File: config.mk
export PLATFORM = sky130hd
export DESIGN_NAME = gamepad_cmd_decoder_flat
export DESIGN_NICKNAME = d
export VERILOG_FILES = /design/src/rtl/gamepad_cmd_decoder_if.sv /design/src/rtl/gamepad_cmd_decoder.sv /design/src/flat_wrapper.sv
export SDC_FILE = /design/constraint.sdc
export NUM_CORES = 1
export LEC_CHECK = 0
export CAP_MARGIN = 20
export CORE_MARGIN = 2
export CORE_UTILIZATION = 53
export DETAILED_ROUTE_END_ITERATION = 10
export PLACE_DENSITY = 0.74
export SETUP_SLACK_MARGIN = 0.2
export SYNTH_ARGS = -nofsm -noshare
export SYNTH_HDL_FRONTEND = slang
export SYNTH_SLANG_ARGS = --single-unit
File: constraint.sdc
create_clock -name i_clock -period 3 [get_ports i_clock]
set_clock_uncertainty 0.2 [all_clocks]
set_input_delay 0.75 -clock i_clock [delete_from_list [all_inputs] [get_ports i_clock]]
set_output_delay 0.75 -clock i_clock [all_outputs]
set_load 0.05 [all_outputs]
File: src/rtl/gamepad_cmd_decoder_if.sv
// Command handshake bundle between the gamepad decoder and the map consumer.
// master = decoder (drives the command), slave = consumer (drives ready).
interface gamepad_cmd_decoder_if;
    logic       cmd_valid;
    logic       cmd_ready;
    logic [2:0] cmd_code;
    logic       cmd_dropped;

    modport master (output cmd_valid, output cmd_code, output cmd_dropped, input cmd_ready);
    modport slave  (input cmd_valid, input cmd_code, input cmd_dropped, output cmd_ready);
endinterface

File: src/rtl/gamepad_cmd_decoder.sv
// Gamepad command decoder: samples the pad once per v_sync frame, turns presses
// and auto-repeat into single cursor/edit commands on a valid/ready handshake,
// and owns the auto/manual robot mode and the robot step tick.
// Build option: define CMD_FIFO_EN to replace the single holding register with
// a 4-entry command FIFO. i_reset is asynchronous and active-low.
//
// state   | meaning
// ST_IDLE | no command held, cmd_valid low
// ST_PEND | command held in r_code, cmd_valid high until accepted
module gamepad_cmd_decoder #(
    parameter int REPEAT_DELAY = 20,
    parameter int REPEAT_RATE  = 6,
    parameter int AUTO_PERIOD  = 25000000
) (
    input  logic                          i_clock,
    input  logic                          i_reset,
    input  logic                          i_v_sync,
    input  logic [11:0]                   i_gamepad_input,
    gamepad_cmd_decoder_if.master         cmd_if,
    output logic                          o_auto_mode,
    output logic                          o_robot_tick
);
    localparam logic [11:0] CMD_MASK = 12'h30F;
    localparam logic [2:0]  DIR_NONE = 3'd4;
    localparam int          REP_W    = $clog2(REPEAT_DELAY + REPEAT_RATE + 1);
    localparam int          AUTO_W   = $clog2(AUTO_PERIOD);

    function automatic logic [2:0] lowest_dir(input logic [3:0] v);
        if (v[0]) return 3'd0;
        if (v[1]) return 3'd1;
        if (v[2]) return 3'd2;
        if (v[3]) return 3'd3;
        return DIR_NONE;
    endfunction

    logic              r_s1, r_s2, r_s3, r_eval;
    logic [11:0]       r_cur, r_prev;
    logic              w_frame_tick;
    logic [11:0]       w_press;
    logic [2:0]        w_press_code;
    logic [2:0]        w_held_dir;
    logic [2:0]        r_last_dir;
    logic [REP_W-1:0]  r_rep_cnt, w_rep_nxt;
    logic              w_rep_same, w_rep_fire;
    logic              w_event;
    logic [2:0]        w_ev_code;
    logic              w_toggle, w_step;
    logic              r_auto_mode, r_robot_tick;
    logic [AUTO_W-1:0] r_auto_cnt;

    assign w_frame_tick = r_s2 & ~r_s3;

    // v_sync synchroniser, frame sampling and one-cycle evaluate strobe.
    // Reset loads all-pressed so buttons held through reset do not count as presses.
    always_ff @(posedge i_clock or negedge i_reset) begin
        if (!i_reset) begin
            r_s1   <= 1'b0;
            r_s2   <= 1'b0;
            r_s3   <= 1'b0;
            r_eval <= 1'b0;
            r_cur  <= 12'hFFF;
            r_prev <= 12'hFFF;
        end else begin
            r_s1   <= i_v_sync;
            r_s2   <= r_s1;
            r_s3   <= r_s2;
            r_eval <= w_frame_tick;
            if (w_frame_tick) begin
                r_cur  <= i_gamepad_input;
                r_prev <= r_cur;
            end
        end
    end

    // Press priority encode and auto-repeat cadence for the held direction.
    always_comb begin
        w_press      = r_cur & ~r_prev & CMD_MASK;
        w_press_code = 3'd0;
        if      (w_press[0]) w_press_code = 3'd1;
        else if (w_press[1]) w_press_code = 3'd2;
        else if (w_press[2]) w_press_code = 3'd3;
        else if (w_press[3]) w_press_code = 3'd4;
        else if (w_press[8]) w_press_code = 3'd5;
        else if (w_press[9]) w_press_code = 3'd6;
        w_held_dir = lowest_dir(r_cur[3:0] & r_prev[3:0]);
        w_rep_nxt  = r_rep_cnt + REP_W'(1);
        w_rep_same = (w_press_code == 3'd0) && (w_held_dir != DIR_NONE) && (w_held_dir == r_last_dir);
        w_rep_fire = r_eval && w_rep_same &&
                     ((w_rep_nxt == REP_W'(REPEAT_DELAY)) ||
                      (w_rep_nxt == REP_W'(REPEAT_DELAY + REPEAT_RATE)));
        w_event    = r_eval && ((w_press_code != 3'd0) || w_rep_fire);
        w_ev_code  = (w_press_code != 3'd0) ? w_press_code : (w_held_dir + 3'd1);
        w_toggle   = r_eval & r_cur[11] & ~r_prev[11];
        w_step     = r_eval & r_cur[10] & ~r_prev[10];
    end

    // Repeat counter: after the first repeat it parks at REPEAT_DELAY so the
    // following repeats land every REPEAT_RATE frames without a modulo.
    always_ff @(posedge i_clock or negedge i_reset) begin
        if (!i_reset) begin
            r_rep_cnt  <= '0;
            r_last_dir <= 3'd0;
        end else if (r_eval) begin
            r_last_dir <= lowest_dir(r_cur[3:0]);
            if (!w_rep_same)
                r_rep_cnt <= '0;
            else if (w_rep_nxt == REP_W'(REPEAT_DELAY + REPEAT_RATE))
                r_rep_cnt <= REP_W'(REPEAT_DELAY);
            else
                r_rep_cnt <= w_rep_nxt;
        end
    end

    // Robot mode toggle, free-running auto step timer and manual step pulse.
    always_ff @(posedge i_clock or negedge i_reset) begin
        if (!i_reset) begin
            r_auto_mode  <= 1'b0;
            r_auto_cnt   <= '0;
            r_robot_tick <= 1'b0;
        end else if (w_toggle) begin
            r_auto_mode  <= ~r_auto_mode;
            r_auto_cnt   <= '0;
            r_robot_tick <= 1'b0;
        end else if (r_auto_mode) begin
            r_robot_tick <= (r_auto_cnt == AUTO_W'(AUTO_PERIOD - 1));
            r_auto_cnt   <= (r_auto_cnt == AUTO_W'(AUTO_PERIOD - 1)) ? '0 : r_auto_cnt + AUTO_W'(1);
        end else begin
            r_robot_tick <= w_step;
        end
    end

    assign o_auto_mode  = r_auto_mode;
    assign o_robot_tick = r_robot_tick;

`ifdef CMD_FIFO_EN
    logic [2:0] r_mem [4];
    logic [1:0] r_wr, r_rd;
    logic [2:0] r_count;
    logic       r_drop;
    logic       w_pop, w_full, w_push;

    assign w_pop  = (r_count != 3'd0) && cmd_if.cmd_ready;
    assign w_full = (r_count == 3'd4);
    assign w_push = w_event && (!w_full || w_pop);

    // Command FIFO; a pop frees a slot for a push on the same edge.
    always_ff @(posedge i_clock or negedge i_reset) begin
        if (!i_reset) begin
            for (int i = 0; i < 4; i++) r_mem[i] <= 3'd0;
            r_wr    <= 2'd0;
            r_rd    <= 2'd0;
            r_count <= 3'd0;
            r_drop  <= 1'b0;
        end else begin
            if (w_push) begin
                r_mem[r_wr] <= w_ev_code;
                r_wr        <= r_wr + 2'd1;
            end
            if (w_pop) r_rd <= r_rd + 2'd1;
            r_count <= r_count + {2'b00, w_push} - {2'b00, w_pop};
            r_drop  <= w_event && w_full && !w_pop;
        end
    end

    assign cmd_if.cmd_valid   = (r_count != 3'd0);
    assign cmd_if.cmd_code    = (r_count != 3'd0) ? r_mem[r_rd] : 3'd0;
    assign cmd_if.cmd_dropped = r_drop;
`else
    typedef enum logic {ST_IDLE, ST_PEND} state_t;
    state_t     r_state, w_state_nxt;
    logic [2:0] r_code, w_code_nxt;
    logic       r_drop, w_drop_nxt;

    // Handshake state, held code and drop pulse registers.
    always_ff @(posedge i_clock or negedge i_reset) begin
        if (!i_reset) begin
            r_state <= ST_IDLE;
            r_code  <= 3'd0;
            r_drop  <= 1'b0;
        end else begin
            r_state <= w_state_nxt;
            r_code  <= w_code_nxt;
            r_drop  <= w_drop_nxt;
        end
    end

    // Next state: accept-and-reload on the same edge keeps the holding register full.
    always_comb begin
        w_state_nxt = r_state;
        w_code_nxt  = r_code;
        w_drop_nxt  = 1'b0;
        case (r_state)
            ST_IDLE: begin
                if (w_event) begin
                    w_state_nxt = ST_PEND;
                    w_code_nxt  = w_ev_code;
                end
            end
            ST_PEND: begin
                if (w_event) begin
                    if (cmd_if.cmd_ready) w_code_nxt = w_ev_code;
                    else                  w_drop_nxt = 1'b1;
                end else if (cmd_if.cmd_ready) begin
                    w_state_nxt = ST_IDLE;
                    w_code_nxt  = 3'd0;
                end
            end
            default: begin
                w_state_nxt = ST_IDLE;
                w_code_nxt  = 3'd0;
            end
        endcase
    end

    assign cmd_if.cmd_valid   = (r_state == ST_PEND);
    assign cmd_if.cmd_code    = r_code;
    assign cmd_if.cmd_dropped = r_drop;
`endif
endmodule

File: src/flat_wrapper.sv
// flat-port wrapper written by rule: the top's interface ports become plain ports
module gamepad_cmd_decoder_flat 
#(
    parameter int REPEAT_DELAY = 20,
    parameter int REPEAT_RATE  = 6,
    parameter int AUTO_PERIOD  = 25000000
)
  (i_clock, i_reset, i_v_sync, i_gamepad_input, o_auto_mode, o_robot_tick, cmd_if_cmd_valid, cmd_if_cmd_code, cmd_if_cmd_dropped, cmd_if_cmd_ready);
  gamepad_cmd_decoder_if cmd_if_i ();
  input  logic i_clock;
  input  logic i_reset;
  input  logic i_v_sync;
  input  logic [11:0] i_gamepad_input;
  output logic o_auto_mode;
  output logic o_robot_tick;
  output wire logic [$bits(cmd_if_i.cmd_valid)-1:0] cmd_if_cmd_valid;
  output wire logic [$bits(cmd_if_i.cmd_code)-1:0] cmd_if_cmd_code;
  output wire logic [$bits(cmd_if_i.cmd_dropped)-1:0] cmd_if_cmd_dropped;
  input wire logic [$bits(cmd_if_i.cmd_ready)-1:0] cmd_if_cmd_ready;
  assign cmd_if_cmd_valid = cmd_if_i.cmd_valid;
  assign cmd_if_cmd_code = cmd_if_i.cmd_code;
  assign cmd_if_cmd_dropped = cmd_if_i.cmd_dropped;
  assign cmd_if_i.cmd_ready = cmd_if_cmd_ready;
  gamepad_cmd_decoder #(.REPEAT_DELAY(REPEAT_DELAY), .REPEAT_RATE(REPEAT_RATE), .AUTO_PERIOD(AUTO_PERIOD)) u_core (.i_clock(i_clock), .i_reset(i_reset), .i_v_sync(i_v_sync), .i_gamepad_input(i_gamepad_input), .cmd_if(cmd_if_i), .o_auto_mode(o_auto_mode), .o_robot_tick(o_robot_tick));
endmodule
==> results of run 1 <==
==> kinds of logic after synthesis <==
family | share of synthesized area
XOR/XNOR | 0.0132
adder cells (fa/ha/maj) | 0.0227
multiplexers | 0.0574
AO/OA/AOI/OAI | 0.190
buffers and inverters | 0.0366
AND/OR/NAND/NOR | 0.221
flip-flops | 0.459
==> final cells by class <==
type / instances / area share
clock inverter: 3 / 0.00523
sequential: 60 / 0.398
tap: 75 / 0.0245
clock buffer: 13 / 0.0441
timing repair buffer: 28 / 0.0686
multi-input combinational: 261 / 0.450
inverter: 10 / 0.00981
==> power groups by stage <==
stage	combinational (mW)	clock, mW	sequential (mW)
4_1_cts	0.765	0.702	1.05
6_report	0.805	0.689	1.06
5_1_grt	0.885	0.740	1.08
3_3_place_gp	0.736	0	1.06
3_5_place_dp	0.752	0	1.07
2_1_floorplan	0.510	0	1.12
==> metrics by stage <==
| stage | hold WS (ns) | cells | utilization |
|---|---|---|---|
| after CTS | 0.140 | 448 | 0.631 |
| after detailed placement | 0.145 | 431 | 0.597 |
| final | 0.137 | 450 | 0.639 |
| after floorplan | 0.131 | 346 | - |
| after global placement | 0.140 | 431 | 0.597 |
| after global routing | 0.155 | 450 | 0.639 |
==> worst max path at each step <==
stage / slack [ns] / depth (start not counted) / startpoint / endpoint
5_1_grt: 0.23 / 11 / u_core.r_prev[3] / u_core.cmd_if.cmd_code[0]
3_3_place_gp: 0.26 / 11 / u_core.r_cur[3] / u_core.cmd_if.cmd_code[2]
6_report: 0.33 / 1 / u_core.cmd_if.cmd_valid / cmd_if_cmd_valid
4_1_cts: 0.24 / 11 / u_core.r_prev[3] / u_core.cmd_if.cmd_code[2]
2_1_floorplan: 0.23 / 11 / u_core.r_cur[3] / u_core.cmd_if.cmd_code[1]
3_5_place_dp: 0.14 / 10 / u_core.r_cur[3] / u_core.cmd_if.cmd_code[1]
==> what timing repair did <==
| action | CTS | global route |
|---|---|---|
| setup endpoints to repair | 3 | 11 |
| cloned | 0 | 0 |
| resized for setup | 2 | 7 |
| buffers inserted | 1 | 2 |
| pin swaps | 1 | 4 |
==> layer usage <==
metal | vias up | part of all wire
li1 | 1330 | -
met1 | 1294 | 0.49
met2 | 57 | 0.45
met3 | 10 | 0.038
met4 | 0 | 0.017
met5 | - | 0
==> placed cells by master (no fill, tap or decap), types with 3 or more instances in the layout <==
master / count
nand2_1: 26
and2_1: 5
nor3_1: 10
nand3_1: 18
o41ai_1: 4
mux2_2: 16
o21ai_0: 5
buf_4: 9
o31ai_1: 6
or3_1: 3
or4_1: 3
dfrtp_1: 44
a31oi_1: 6
nand3b_1: 6
inv_1: 9
nor2b_1: 13
nor2_1: 25
clkbuf_8: 12
and3_1: 4
a21oi_1: 13
a211o_1: 5
o21ai_1: 34
nand4b_1: 3
nand4_1: 5
nand2b_1: 4
ha_1: 5
clkdlybuf4s50_1: 17
dfstp_2: 16
xnor2_1: 3
==> state kept, by name, indices dropped and copies added, names as in the netlist <==
signal / flops
u_core.cmd_if.cmd_code: 3
u_core.cmd_if.cmd_dropped: 1
u_core.cmd_if.cmd_valid: 1
u_core.o_auto_mode: 1
u_core.o_robot_tick: 1
u_core.r_auto_cnt: 25
u_core.r_cur: 8
u_core.r_eval: 1
u_core.r_last_dir: 3
u_core.r_prev: 8
u_core.r_rep_cnt: 5
u_core.r_s1: 1
u_core.r_s2: 1
u_core.r_s3: 1
==> impl_metrics.yaml, run 1 <==
grt:
  use_met2: 0.294
  grt_most_used_layer: "met1"
  grt_pass1_vias: 2412
  grt.total_usage: 0.206
  antenna_found_initial: 0
  use_met3: 0.0487
  grt_max_degree: 29
  met1_usage: 0.302
  grt_pass1_wl_um: 11600
  overflow: 0
pwr:
  power_frac_comb: 0.315
  pwr-share-clk: 0.270
  p_seq_frac: 0.415
  switchingPower_mw: 0.917
  total_power_mw: 2.55
  sw_frac_of_total: 0.359
  power_leakage_nw: 1.55
  powerDensity_mw_per_mm2: 667
  peakVddDrop_v: 0.000540
  power.internal_mw: 1.64
critical_path:
  critPathBufInv: 1
  r2r_slack_ns: 0.36
  r2r_start: "u_core.r_prev[3]"
  startpoint_type: "flip-flop"
  slowest_delay_ns: 0.87
  path_cells: "clkdlybuf4s50_1"
  r2r-end: "u_core.cmd_if.cmd_code[2]"
  slowest_stage: "clkdlybuf4s50_1"
  cp.arrival_ns: 1.72
  end_kind: "primary output"
  reg2reg_depth: 11
  crit_family: "buffers and inverters"
  cp.required_ns: 2.05
  cp_max_fo: 9
  worst-setup-path-type: "flip-flop to primary output"
clocking:
  clk_pin_slew_ns: 0.07
  holdBufCountCts: 0
  clock_insertion_delay_worst_skew_ns: 0.35
  htree_levels: 3
  cts.sinks: 60
  clock-root-buffer: "clkbuf_8"
  clk_path_buf_depth: 2
  cts_tree: "yes"
  numCtsBuffers: 9
route:
  dr.first_iter.drc_count: 234
  wire_per_inst_um: 14.8
  final_antenna_net_count: 0
  firstDrtPassIters: 4
  num_vias: 2691
  drc: 0
  drt-total-wl_um: 6660
  routed_via_density: 5.98
floorplan:
  ioPinCount: 23
  rows: 28
  die_area_mm2: 0.00690
  die_y_um: 83.1
  start_util: 0.553
  dieWidth_um: 83.1
  core_area_mm2: 0.00599
min_path:
  hp-class: "primary input to asynchronous set/reset pin"
final_layout:
  diodes: 0
  multi_input_area_mm2: 0.00172
  drive_above_1_share: 0.200
  design_area_mm2: 0.00383
  seqCellArea_mm2: 0.00152
  nNetsFinal: 392
  fill_cells: 495
  area_delta_synth_final_pct: 15.6
synthesis:
  synth_common_cells: "dfrtp_1, o21ai_1, nand2_1"
  syn_area_mm2: 0.00331
  synth-main-ff-cell: "dfrtp_1"
  synth_seq_cells: 60
  async_reset_ff_frac: 1.00
  syn_area_per_cell_um2: 9.57
  synthMostInstantiatedCell: "dfrtp_1"
  synth_area_leaders: "dfrtp_1, dfstp_2, mux2_2"
  synth_cells: 346
  yosys_warnings: 0
  synth_top_area_frac: 0.332
  yosysUniqueCellTypes: 57
  synth_largest_area_cell: "dfrtp_1"
  ys_seq_area_frac: 0.459
  syn-num-nets: 368
  synth_edf_count: 0
timing:
  fin_ws_ns: 0.330
  rsz0062_at_grt: "no"
  fmax_ghz: 0.374
  drv_slew: 0
  timing.final.crit_period_ns: 2.67
  setup_viol: 0
  finalHoldViolCount: 0
  setup_tns_ns: 0
  period_share: 0.890
  worstMarginPinSlew_ns: 0.583
  relSlewSlack: 0.607
run_status:
  status: "complete, no violations"
place:
  dp_hpwl_um: 4580
  dpl_cell_area_mm2: 0.00358
  gp_routability_congestion: 0.896
  port-buffer-count: 18
  dp_slack_ns: 0.142
run:
  max_cap_violations: 0
Note: power is estimated with default switching activity, not from simulation.
==> inputs of run 2 (changes only) <==
CORE_ASPECT_RATIO = 1.75   (was not set)
==> run 2 against run 1 <==
Compared with the run above: critical endpoint is now u_core.cmd_if.cmd_code[1]; hold slack improved by 0.0070 ns; count of clock-buffer cells in the layout unchanged; largest cell class unchanged; via count increased by 0.78%; critical path depth increased by 9; die area increased by 0.36%; critical path type is now flip-flop to flip-flop; fmax decreased by 0.76%; design area about the same.
==> impl_metrics.yaml, run 2 (synthesized netlist as in run 1, its figures left out) <==
timing:
  worstMarginPinSlew_ns: 0.569
  timing.final.crit_period_ns: 2.69
  setup_viol: 0
  drv_slew: 0
  relSlewSlack: 0.617
  holdWs_ns: 0.144
  setup_tns_ns: 0
  rsz0062_at_grt: "no"
  finalHoldViolCount: 0
  fmax_ghz: 0.372
  period_share: 0.897
critical_path:
  worst-setup-path-type: "flip-flop to flip-flop"
  cp.arrival_ns: 2.71
  startpoint_type: "flip-flop"
  r2r_slack_ns: 0.31
  reg2reg_depth: 10
  cp.required_ns: 3.02
  r2r_start: "u_core.r_prev[3]"
  cp_max_fo: 5
  path_cells: "and2_4 > a22oi_1 > or2_2 > ha_1 > nor3b_2 > nand3_1 > o311ai_4 > a41oi_4 > and3b_1 > a211o_1"
  slowest_delay_ns: 0.53
  end_kind: "flip-flop"
  r2r-end: "u_core.cmd_if.cmd_code[1]"
  slowest_stage: "dfstp_2"
route:
  routed_via_density: 5.93
  firstDrtPassIters: 4
  num_vias: 2712
  final_antenna_net_count: 0
  drc: 0
  wire_per_inst_um: 14.9
  drt-total-wl_um: 6830
  dr.first_iter.drc_count: 113
grt:
  grt_max_degree: 37
  antenna_found_initial: 0
  grt_pass1_wl_um: 11900
  grt_pass1_vias: 2738
  overflow: 0
  grt.total_usage: 0.218
floorplan:
  start_util: 0.540
  die_area_mm2: 0.00692
  core_area_mm2: 0.00613
  die_y_um: 109
  ioPinCount: 23
  dieWidth_um: 63.8
  rows: 38
place:
  dp_hpwl_um: 4790
  gp_routability_congestion: 0.895
  port-buffer-count: 18
clocking:
  htree_levels: 3
  clock-root-buffer: "clkbuf_8"
  clk_pin_slew_ns: 0.07
  numCtsBuffers: 9
  clk_path_buf_depth: 2
  holdBufCountCts: 0
  cts_tree: "yes"
  clock_insertion_delay_worst_skew_ns: 0.34
  cts.sinks: 60
final_layout:
  regMostFlops: "u_core.r_auto_cnt"
  diodes: 0
  area_delta_synth_final_pct: 15.5
  final_cell_mix: "dfrtp_1, o21ai_1, nand2_1, nor2_1, nand3_1"
  reg_top3: "u_core.r_auto_cnt x25, u_core.r_cur x8, u_core.r_prev x8"
  nNetsFinal: 394
  drive_above_1_share: 0.194
  layout_commonest_cell: "dfrtp_1"
  largest_register_ffs: 25
pwr:
  total_power_mw: 2.47
  peakVddDrop_v: 0.000415
  powerDensity_mw_per_mm2: 646
  switchingPower_mw: 0.888
  power_frac_comb: 0.326
  power_leakage_nw: 1.55
  pwr-share-clk: 0.249
  p_seq_frac: 0.425
  sw_frac_of_total: 0.359
  power.internal_mw: 1.58
min_path:
  hold_end: "u_core.r_s2"
  hold_depth: 0
  hold_start: "u_core.r_s1"
  hp-class: "flip-flop to flip-flop"
run:
  max_cap_violations: 0
run_status:
  status: "complete, no violations"
==> run 2: cell types whose count changed in the layout (fill, tap and decap cells not counted), sizes merged <==
cell      before  now
clkinv         1    3
clkinvlp       2    0
buf           11   13
==> run 2: worst max-delay path by stage <==
stage,from,endpoint,slack (ns),cells after the start
2_1_floorplan,u_core.r_cur[3],u_core.cmd_if.cmd_code[1],0.23,11
3_3_place_gp,u_core.r_prev[3],u_core.cmd_if.cmd_code[1],0.16,10
3_5_place_dp,u_core.r_prev[3],u_core.cmd_if.cmd_code[1],0.08,10
4_1_cts,u_core.r_prev[3],u_core.cmd_if.cmd_code[1],0.22,10
5_1_grt,u_core.r_prev[3],u_core.cmd_if.cmd_code[1],0.20,10
6_report,u_core.r_prev[3],u_core.cmd_if.cmd_code[1],0.31,10
==> run 2: worst max-delay path, delay by kind of cell (launching register included) <==
kind                     cells  cell delay [ns]
flip-flops                   1             0.53
AO/OA/AOI/OAI                4             0.65
AND/OR/NAND/NOR              5             0.98
adder cells (fa/ha/maj)      1             0.19
==> run 2: final cells by class <==
class / instances / area [um^2]
fillers: 523 / 2310
multi-input cells: 261 / 1730
flip-flops and latches: 60 / 1520
repair buffers: 30 / 278
clock buffers: 13 / 149
well taps: 80 / 100
inverters: 10 / 37.5
clock inverters: 3 / 15.0
==> run 2: metrics by stage <==
step	std cells	util	worst slack [ns]	area, um^2
after floorplan	346	-	0.233	3330
after global placement	435	0.583	0.162	3580
after detailed placement	435	0.583	0.0787	3580
after CTS	455	0.617	0.219	3790
after global routing	457	0.624	0.201	3830
final	457	0.624	0.309	3830
==> run 2: power by group through the flow <==
stage / clock network (mW) / registers, mW / logic (mW)
global route: 0.672 / 1.07 / 0.890
finish: 0.616 / 1.05 / 0.806
floorplan: 0 / 1.12 / 0.510
global placement: 0 / 1.06 / 0.745
detailed placement: 0 / 1.07 / 0.762
CTS: 0.635 / 1.05 / 0.792
==> run 2: routing by layer <==
metal | routed length (um) | up-vias | track usage
li1 | - | 1332 | -
met1 | 2730 | 1318 | 0.227
met2 | 3770 | 51 | 0.402
met3 | 213 | 11 | 0.0489
met4 | 124 | 0 | 0.113
met5 | 0 | - | 0
==> run 2: repair_timing <==
action,in CTS,in global routing
resized for setup,3,4
buffers inserted,4,2
endpoints found under the hold margin,0,0
pin swaps,3,3
endpoints found under the setup margin,1,4
